<file path="config.mk">
export PLATFORM = sky130hd
export DESIGN_NAME = pll_rst_seq
export DESIGN_NICKNAME = d
export VERILOG_FILES = /design/src/rtl/pll_rst_pkg.sv /design/src/rtl/sync_2ff.sv /design/src/rtl/pll_rst_seq.sv
export SDC_FILE = /design/constraint.sdc
export NUM_CORES = 1
export LEC_CHECK = 0
export ABC_AREA = 1
export BUFFER_PORTS_ARGS = -buffer_cell sky130_fd_sc_hd__buf_4
export CORE_MARGIN = 4
export CORE_UTILIZATION = 30
export DETAILED_ROUTE_END_ITERATION = 10
export PLACE_DENSITY_LB_ADDON = 0.05
export SETUP_SLACK_MARGIN = 0.02
export SYNTH_ARGS = -nofsm -noshare
export SYNTH_HDL_FRONTEND = slang
export SYNTH_SLANG_ARGS = --single-unit
</file>
<file path="constraint.sdc">
create_clock -name clk -period 3.91 [get_ports clk]
set_clock_uncertainty 0.2 [all_clocks]
set_input_delay 0.5865 -clock clk [delete_from_list [all_inputs] [get_ports clk]]
set_output_delay 0.5865 -clock clk [all_outputs]
set_load 0.01 [all_outputs]
</file>
<file path="src/rtl/pll_rst_pkg.sv">
// Shared types and 24 MHz-derived default timing for the PLL reset sequencer.
// Holds the sequencer state encoding and the default cycle counts.
package pll_rst_pkg;

  typedef enum logic [1:0] {
    PLL_RST   = 2'd0,
    WAIT_LOCK = 2'd1,
    HOLD      = 2'd2,
    RUN       = 2'd3
  } state_e;

  localparam int unsigned DEF_PLL_RST_CYCLES     = 24;
  localparam int unsigned DEF_LOCK_STABLE_CYCLES = 2400;
  localparam int unsigned DEF_LOCK_TIMEOUT       = 240000;
  localparam int unsigned DEF_SYS_HOLD_CYCLES    = 16;
  localparam int unsigned DEF_LOSS_FILTER        = 4;
  localparam int unsigned DEF_CNT_W              = 18;

endpackage

</file>
<file path="src/rtl/sync_2ff.sv">
// Two-flop synchronizer, async active-high reset to 0.
// Ports: clk, rst, d_i[W] (async source), q_o[W] (synchronized).
module sync_2ff #(
  parameter int unsigned W = 1
) (
  input  logic         clk,
  input  logic         rst,
  input  logic [W-1:0] d_i,
  output logic [W-1:0] q_o
);

  logic [W-1:0] s1_q;
  logic [W-1:0] s2_q;

  always_ff @(posedge clk or posedge rst) begin
    if (rst) begin
      s1_q <= '0;
      s2_q <= '0;
    end else begin
      s1_q <= d_i;
      s2_q <= s1_q;
    end
  end

  assign q_o = s2_q;

endmodule

</file>
<file path="src/rtl/pll_rst_seq.sv">
// PLL reset sequencer: pulses PLL reset, qualifies lock, then releases core reset.
// Ports: clk, reset, pll_lock(async), soft_rst_req -> pll_rst, sys_rst, locked, state_o, relock_cnt.
module pll_rst_seq
  import pll_rst_pkg::*;
#(
  parameter int unsigned PLL_RST_CYCLES     = DEF_PLL_RST_CYCLES,
  parameter int unsigned LOCK_STABLE_CYCLES = DEF_LOCK_STABLE_CYCLES,
  parameter int unsigned LOCK_TIMEOUT       = DEF_LOCK_TIMEOUT,
  parameter int unsigned SYS_HOLD_CYCLES    = DEF_SYS_HOLD_CYCLES,
  parameter int unsigned LOSS_FILTER        = DEF_LOSS_FILTER,
  parameter int unsigned CNT_W              = DEF_CNT_W
) (
  input  logic       clk,
  input  logic       reset,
  input  logic       pll_lock,
  input  logic       soft_rst_req,
  output logic       pll_rst,
  output logic       sys_rst,
  output logic       locked,
  output logic [1:0] state_o,
  output logic [7:0] relock_cnt
);

  localparam logic [CNT_W-1:0] RST_LAST  = CNT_W'(PLL_RST_CYCLES - 1);
  localparam logic [CNT_W-1:0] STAB_LAST = CNT_W'(LOCK_STABLE_CYCLES - 1);
  localparam logic [CNT_W-1:0] TMO_LAST  = CNT_W'(LOCK_TIMEOUT - 1);
  localparam logic [CNT_W-1:0] HOLD_LAST = CNT_W'(SYS_HOLD_CYCLES - 1);
  localparam logic [CNT_W-1:0] LOSS_LAST = CNT_W'(LOSS_FILTER - 1);

  logic lock_s;

  sync_2ff #(.W(1)) u_lock_sync (
    .clk (clk),
    .rst (reset),
    .d_i (pll_lock),
    .q_o (lock_s)
  );

  state_e           state_q, state_d;
  logic [CNT_W-1:0] cnt_q, cnt_d;
  logic [CNT_W-1:0] stab_q, stab_d;
  logic [CNT_W-1:0] tmo_q, tmo_d;
  logic [CNT_W-1:0] loss_q, loss_d;
  logic [7:0]       rc_q, rc_d;
  logic             pll_rst_q, sys_rst_q, locked_q;
  logic             loss_act, loss_hit, relock;

  assign loss_act = (state_q == HOLD) || (state_q == RUN);
  assign loss_hit = loss_act && !lock_s && (loss_q == LOSS_LAST);

  always_comb begin
    state_d = state_q;
    cnt_d   = cnt_q;
    stab_d  = stab_q;
    tmo_d   = tmo_q;
    rc_d    = rc_q;
    relock  = 1'b0;
    loss_d  = '0;
    if (loss_act && !lock_s) loss_d = loss_q + 1'b1;

    unique case (state_q)
      PLL_RST: begin
        if (cnt_q == RST_LAST) begin
          state_d = WAIT_LOCK;
          cnt_d   = '0;
          stab_d  = '0;
          tmo_d   = '0;
        end else begin
          cnt_d = cnt_q + 1'b1;
        end
      end
      WAIT_LOCK: begin
        tmo_d  = tmo_q + 1'b1;
        stab_d = lock_s ? stab_q + 1'b1 : '0;
        // Stability is checked first so it wins a tie with timeout.
        if (lock_s && stab_q == STAB_LAST) begin
          state_d = HOLD;
          cnt_d   = '0;
        end else if (tmo_q == TMO_LAST) begin
          relock = 1'b1;
        end
      end
      HOLD: begin
        if (loss_hit) begin
          relock = 1'b1;
        end else if (cnt_q == HOLD_LAST) begin
          state_d = RUN;
        end else begin
          cnt_d = cnt_q + 1'b1;
        end
      end
      RUN: begin
        if (loss_hit) begin
          relock = 1'b1;
        end else if (soft_rst_req) begin
          state_d = HOLD;
          cnt_d   = '0;
        end
      end
    endcase

    if (relock) begin
      state_d = PLL_RST;
      cnt_d   = '0;
      stab_d  = '0;
      tmo_d   = '0;
      loss_d  = '0;
      if (rc_q != 8'hFF) rc_d = rc_q + 1'b1;
    end
  end

  // Outputs decode the next state so they switch on the same edge as state.
  always_ff @(posedge clk or posedge reset) begin
    if (reset) begin
      state_q   <= PLL_RST;
      cnt_q     <= '0;
      stab_q    <= '0;
      tmo_q     <= '0;
      loss_q    <= '0;
      rc_q      <= '0;
      pll_rst_q <= 1'b1;
      sys_rst_q <= 1'b1;
      locked_q  <= 1'b0;
    end else begin
      state_q   <= state_d;
      cnt_q     <= cnt_d;
      stab_q    <= stab_d;
      tmo_q     <= tmo_d;
      loss_q    <= loss_d;
      rc_q      <= rc_d;
      pll_rst_q <= (state_d == PLL_RST);
      sys_rst_q <= (state_d != RUN);
      locked_q  <= (state_d == RUN);
    end
  end

  assign pll_rst    = pll_rst_q;
  assign sys_rst    = sys_rst_q;
  assign locked     = locked_q;
  assign state_o    = state_q;
  assign relock_cnt = rc_q;

endmodule

</file>
# [Word level (Yosys, flattened, before mapping)]
# Cells that the tools add are included.
# W data, S select, Z words.
[totals] regBits=87 in_bits=4 out_inout_bits=13 wordCells=73
[classes] addsub=5 eq_ne=17 muxes=28 n_reduce_logical=12
[op_table] cell="$mux W18" count=13
[op_table] cell="$add A18 B1 Y18 const B" count=4
[op_table] cell="$pmux W18 S2" count=2
[op_table] cell="$pmux W18 S4" count=1
[op_table] cell="$eq A18 B12 Y1 const B" count=1
[op_table] cell="$eq A18 B18 Y1 const B" count=1
[op_table] cell="$eq A18 B2 Y1 const B" count=1
[op_table] cell="$eq A18 B4 Y1 const B" count=1
[op_table] cell="$eq A18 B5 Y1 const B" count=1
[op_table] cell="$ne A3 B3 Y1 const B" count=6
[op_table] cell="$mux W2" count=7
[op_table] cell="$add A8 B1 Y8 const B" count=1
[op_table] cell="$ne A8 B8 Y1 const B" count=1
[op_table] cell="$pmux W2 S4" count=1
[op_table] cell="$eq A2 B2 Y1 const B" count=3
[op_table] cell="$reduce_and A5 Y1" count=1
[op_table] cell="$logic_not A2 Y1" count=2
[op_table] cell="$reduce_and A2 Y1" count=2
[op_table] cell="$logic_and A1 B1 Y1" count=3
[op_table] cell="$mux W1" count=3
[op_table] cell="$reduce_bool A3 Y1" count=1
[op_table] cell="$eq A2 B1 Y1 const B" count=1
[op_table] cell="$ne A2 B2 Y1 const B" count=1
[op_table] cell="$pmux W1 S2" count=1
[op_table] cell="3 further kinds" count=3

# [Longest topological paths before layout]
[logic_depth] word_depth=8 ltp_mapped=13 mapped_depth_nobuf=13

# [Modules after synthesis]
# From an unflattened synthesis, not the netlist that was laid out.
[unflattened] cells_unflattened=840 hier_area_um2=5744.3
[by_module_without_submodules] mod="pll_rst_seq" instances=1 cells_each=837 area_per_inst_um2=5690.5 seq_area_each_um2=2129.5
[by_module_without_submodules] mod="sync_2ff" instances=1 cells_each=3 area_per_inst_um2=53.8 seq_area_each_um2=50.0

# [Worst setup path after synthesis]
# No wires, ideal clock.
[synth_path] path_kind="register to register" from="reg tmo_q[0]" to="reg cnt_q[5]" setup_ps=117 arrival_ps=1681 t_required_ps=3593 path_slack_ps=1911 stages_incl_launch_ff=12 n_path_buf=1 period_less_slack_ps=1999 path_cell_list="dfrtp_1 ha_1 nand3_1 inv_1 nand2_1 nor2_1 nand2_2 nand3_1 nand2_2 buf_6 nand3_1 nand2_1"
[synth_via] elab_chain_cells=6 word_cells_on_any_way=11 classes_between="6 x eq/ne; 4 x mux; 1 x reduce/logical"
[synth_rtl] item="start, declared" line="pll_rst_seq.sv:42" text="logic [CNT_W-1:0] tmo_q, tmo_d;"
[synth_rtl] item="start signal, assigned" line="pll_rst_seq.sv:128" text="tmo_q <= tmo_d;"
[synth_rtl] item="$eq A18 B18 Y1 *" line="pll_rst_seq.sv:79" text="end else if (tmo_q == TMO_LAST) begin"
[synth_rtl] item="$mux W1 *" line="pll_rst_seq.sv:79"
[synth_rtl] item="$mux W1 *" line="pll_rst_seq.sv:76" text="if (lock_s && stab_q == STAB_LAST) begin"
[synth_rtl] item="$pmux W1 S2 *" line="pll_rst_seq.sv:61" text="unique case (state_q)"
[synth_rtl] item="$ne A3 B3 Y1 (no source line)"
[synth_rtl] item="$reduce_and A5 Y1 (no source line)"
[synth_rtl] item="end signal, assigned" line="pll_rst_seq.sv:126" text="cnt_q <= cnt_d;"
[synth_rtl] item="end, declared" line="pll_rst_seq.sv:40" text="logic [CNT_W-1:0] cnt_q, cnt_d;"
# Every way passes the cells marked *; elsewhere a longest branch is shown, timed or not.
# A chain may end at the register's enable or synchronous reset.

# [Worst setup path in the final report]
[layout_path] from="reg stab_q[0]" to="reg stab_q[11]"
[layout_via] elab_chain_cells=6 word_cells_on_any_way=11 classes_between="1 x add/sub; 2 x eq/ne; 5 x mux; 3 x reduce/logical"
[layout_rtl] item="start, declared" line="pll_rst_seq.sv:41" text="logic [CNT_W-1:0] stab_q, stab_d;"
[layout_rtl] item="start signal, assigned" line="pll_rst_seq.sv:127" text="stab_q <= stab_d;"
[layout_rtl] item="parallel branches: the longest is 6 deep, another holds $add A18 B1 Y18"
# Parallel ways; which one is timed is not known.

==> flow_summary.toml <==
[clock_network]
clock-root-buffer = "clkbuf_16"
h-tree-depth = 3
cts_buffer_depth = 2
cts_setup_buffers = 0
cts_hold_buf = 0
cts-resized-gates = 0
tritoncts = "built"
clock_latency_ps = 350
cts_sinks = 87
clkTransAtPathRegs_ps = 70
cts_buffers = 9

[timing]
relSlewSlack = 0.540
fmax_ghz = 0.364
tightest_slew_ps = 689
slew_violations = 0
rsz0062_at_grt = "no"
fin_ws_ps = 1160
fin_worst_hold_slack_ps = 127
finalCriticalPeriod_ps = 2750
fin_setup_tns_ps = 0
hold_violations = 0
final.period_utilization = 0.704
setup_viol = 0

[worst_setup_path]
cp.arrival_ps = 2840
critPathMaxFanout = 19
path_cells = "ha_1, nand2_1, inv_1, nand2_1, nor2_1, nand2_1, nand2_2, nand2_4, o21ai_4, buf_4, nand2_1, nand2_1"
cp_slowest_cell = "o21ai_4"
cpMostUsedCell = "nand2_1"
worstSetupPathType = "reg2reg"
max_stage_delay_ps = 470
start_kind = "flip-flop"
endpoint_kind = "flip-flop"
path_buf_inv = 2
crit_required_ps = 4000
path_delay_family = "simple AND/OR/NAND/NOR gates"

[cells_and_area]
stdcell_count = 1107
drive_gt1_frac = 0.0604
final_util = 0.346
area_growth_pct = 12.0
final_common_cell = "nand2_1"
final_area_um2 = 6330
diodes = 0
nNetsFinal = 882
mostFrequentLayoutCells = "nand2_1, nor2_1, dfrtp_1"

[die]
core_um2 = 18300
rows = 49
design.die.area_um2 = 21100
io_pins = 17
start_util = 0.309
die_h_um = 145
dieWidth_um = 145

[drt]
vias_per_cell = 4.84
ant_nets = 0
drcViolationCount = 0
dr.first_iter.drc_count = 377
routed_wl_um = 15800
via_count = 5362
wl_per_cell_um = 14.3
first_pass_iters = 6

[power_and_ir_drop]
clkPwrFrac = 0.512
p_total_mw = 1.90
ir_drop_uv = 191
p_switching_mw = 0.421
switching_share = 0.221
internal-power_mw = 1.48
p_leak_nw = 2.93
comb_power_share = 0.015
seq_power_share = 0.474
p_per_area_nw_per_um2 = 301

[logic_synthesis]
ys_seq_area_frac = 0.386
yosysUniqueCellTypes = 29
yosys_register_bits = 87
netlist_instances = 857
postSynthAreaPerCell_um2 = 6.59
synth-compound-area-share = 0.0330
synthAdderAreaFrac = 0.0111
yosysWarnings = 0
synth-xor-area-share = 0.0543
synthMuxAreaShare = 0
synth_top_family_by_area = "simple AND/OR/NAND/NOR gates"
syn-num-nets = 866
synth-simple-area-share = 0.442
netlist_area_um2 = 5650

[placed_design]
place_congestion = 0.868
place_ws_ps = 1170
place_inst = 1091
io_buffer_count = 16
dpl_cell_area_um2 = 6000
dp_hpwl_um = 11200

[global_routing]
overflow = 0
track_usage = 0.151
antenna_found_initial = 0
grt_pass1_vias = 5175
grt_max_degree = 49
grt_pass1_wl_um = 26400

[worst_hold_path]
hold_class = "in2async"

[outcome]
run_status = "finished clean"

[flow_run]
drv_cap = 0
synth_stat cells:
cell type | number | area share
a211oi_1 | 2 | 0.0027
a21oi_1 | 17 | 0.015
buf_1 | 1 | 0.00066
buf_2 | 5 | 0.0044
buf_6 | 4 | 0.0080
clkbuf_1 | 7 | 0.0047
dfrtp_1 | 85 | 0.38
dfstp_2 | 2 | 0.0093
ha_1 | 5 | 0.011
inv_1 | 82 | 0.054
inv_2 | 3 | 0.0020
nand2_1 | 297 | 0.20
nand2_2 | 2 | 0.0022
nand2_4 | 1 | 0.0020
nand3_1 | 84 | 0.074
nand3_2 | 1 | 0.0018
nand4_1 | 29 | 0.032
nor2_1 | 146 | 0.097
nor2_2 | 1 | 0.0011
nor3_1 | 25 | 0.022
nor3b_1 | 2 | 0.0027
nor4_1 | 4 | 0.0044
o211ai_1 | 2 | 0.0027
o21ai_0 | 8 | 0.0071
o21ai_4 | 1 | 0.0029
o21bai_1 | 2 | 0.0027
or2_2 | 4 | 0.0044
xnor2_1 | 5 | 0.0078
xor2_1 | 30 | 0.047
worst register-to-register path, cell delays in order, from the launching register on:
cell and delay (ps):
dfrtp_1 460, ha_1 260, nand2_1 120, inv_1 90, nand2_1 80, nor2_1 170, nand2_1 100, nand2_2 110
nand2_4 120, o21ai_4 470, buf_4 360, nand2_1 90, nand2_1 70
state kept, by name (all words and copies together) (netlist names):
signal / count
cnt_q: 18
loss_q: 18
stab_q: 18
tmo_q: 18
relock_cnt: 8
state_o: 2
locked: 1
pll_rst: 1
sys_rst: 1
u_lock_sync.q_o: 1
u_lock_sync.s1_q: 1
cells by family after synthesis:
logic type | count (synthesis)
buffers and inverters | 102
and+or+nand+nor | 596
xor gates and xnor gates | 35
AOI/OAI and AO/OA | 32
DFF | 87
adders and majority gates | 5
power by group through the flow:
stage | clock network (mW) | logic [mW] | registers [mW]
6_report | 0.975 | 0.0277 | 0.902
5_1_grt | 1.04 | 0.0331 | 0.901
4_1_cts | 1.01 | 0.0303 | 0.901
3_5_place_dp | 0 | 0.0301 | 0.919
3_3_place_gp | 0 | 0.0295 | 0.919
2_1_floorplan | 0 | 0.0154 | 0.919
path summary, 6_finish.rpt:
kind / from / to / slack [ps] / cells after the start
worst max-delay path: stab_q[0] / stab_q[11] / 1160 / 12
worst min-delay path: reset / cnt_q[13] / 130 / 2
worst max register to register: stab_q[0] / stab_q[11] / 1160 / 12
worst min register to register: u_lock_sync.s1_q / u_lock_sync.q_o / 160 / 0
max in group asynchronous: reset / cnt_q[4] / 2600 / 3
min in group clk: pll_lock / u_lock_sync.s1_q / 140 / 1
metal layers:
metal / global-route usage / share of wire
met1: 0.213 / 0.51
met2: 0.238 / 0.44
met3: 0.0203 / 0.029
met4: 0.0489 / 0.016
met5: 0 / 0
final cells by class:
cell class	instances	area [um2]
Inverter	85	322
Clock inverter	5	81.3
Clock buffer	11	243
Timing Repair Buffer	22	165
Sequential cell	87	2180
Multi-Input combinational cell	668	3050
Tap cell	229	287
Fill cell	1993	11900
No activity file was read; power rests on OpenSTA's default activity.
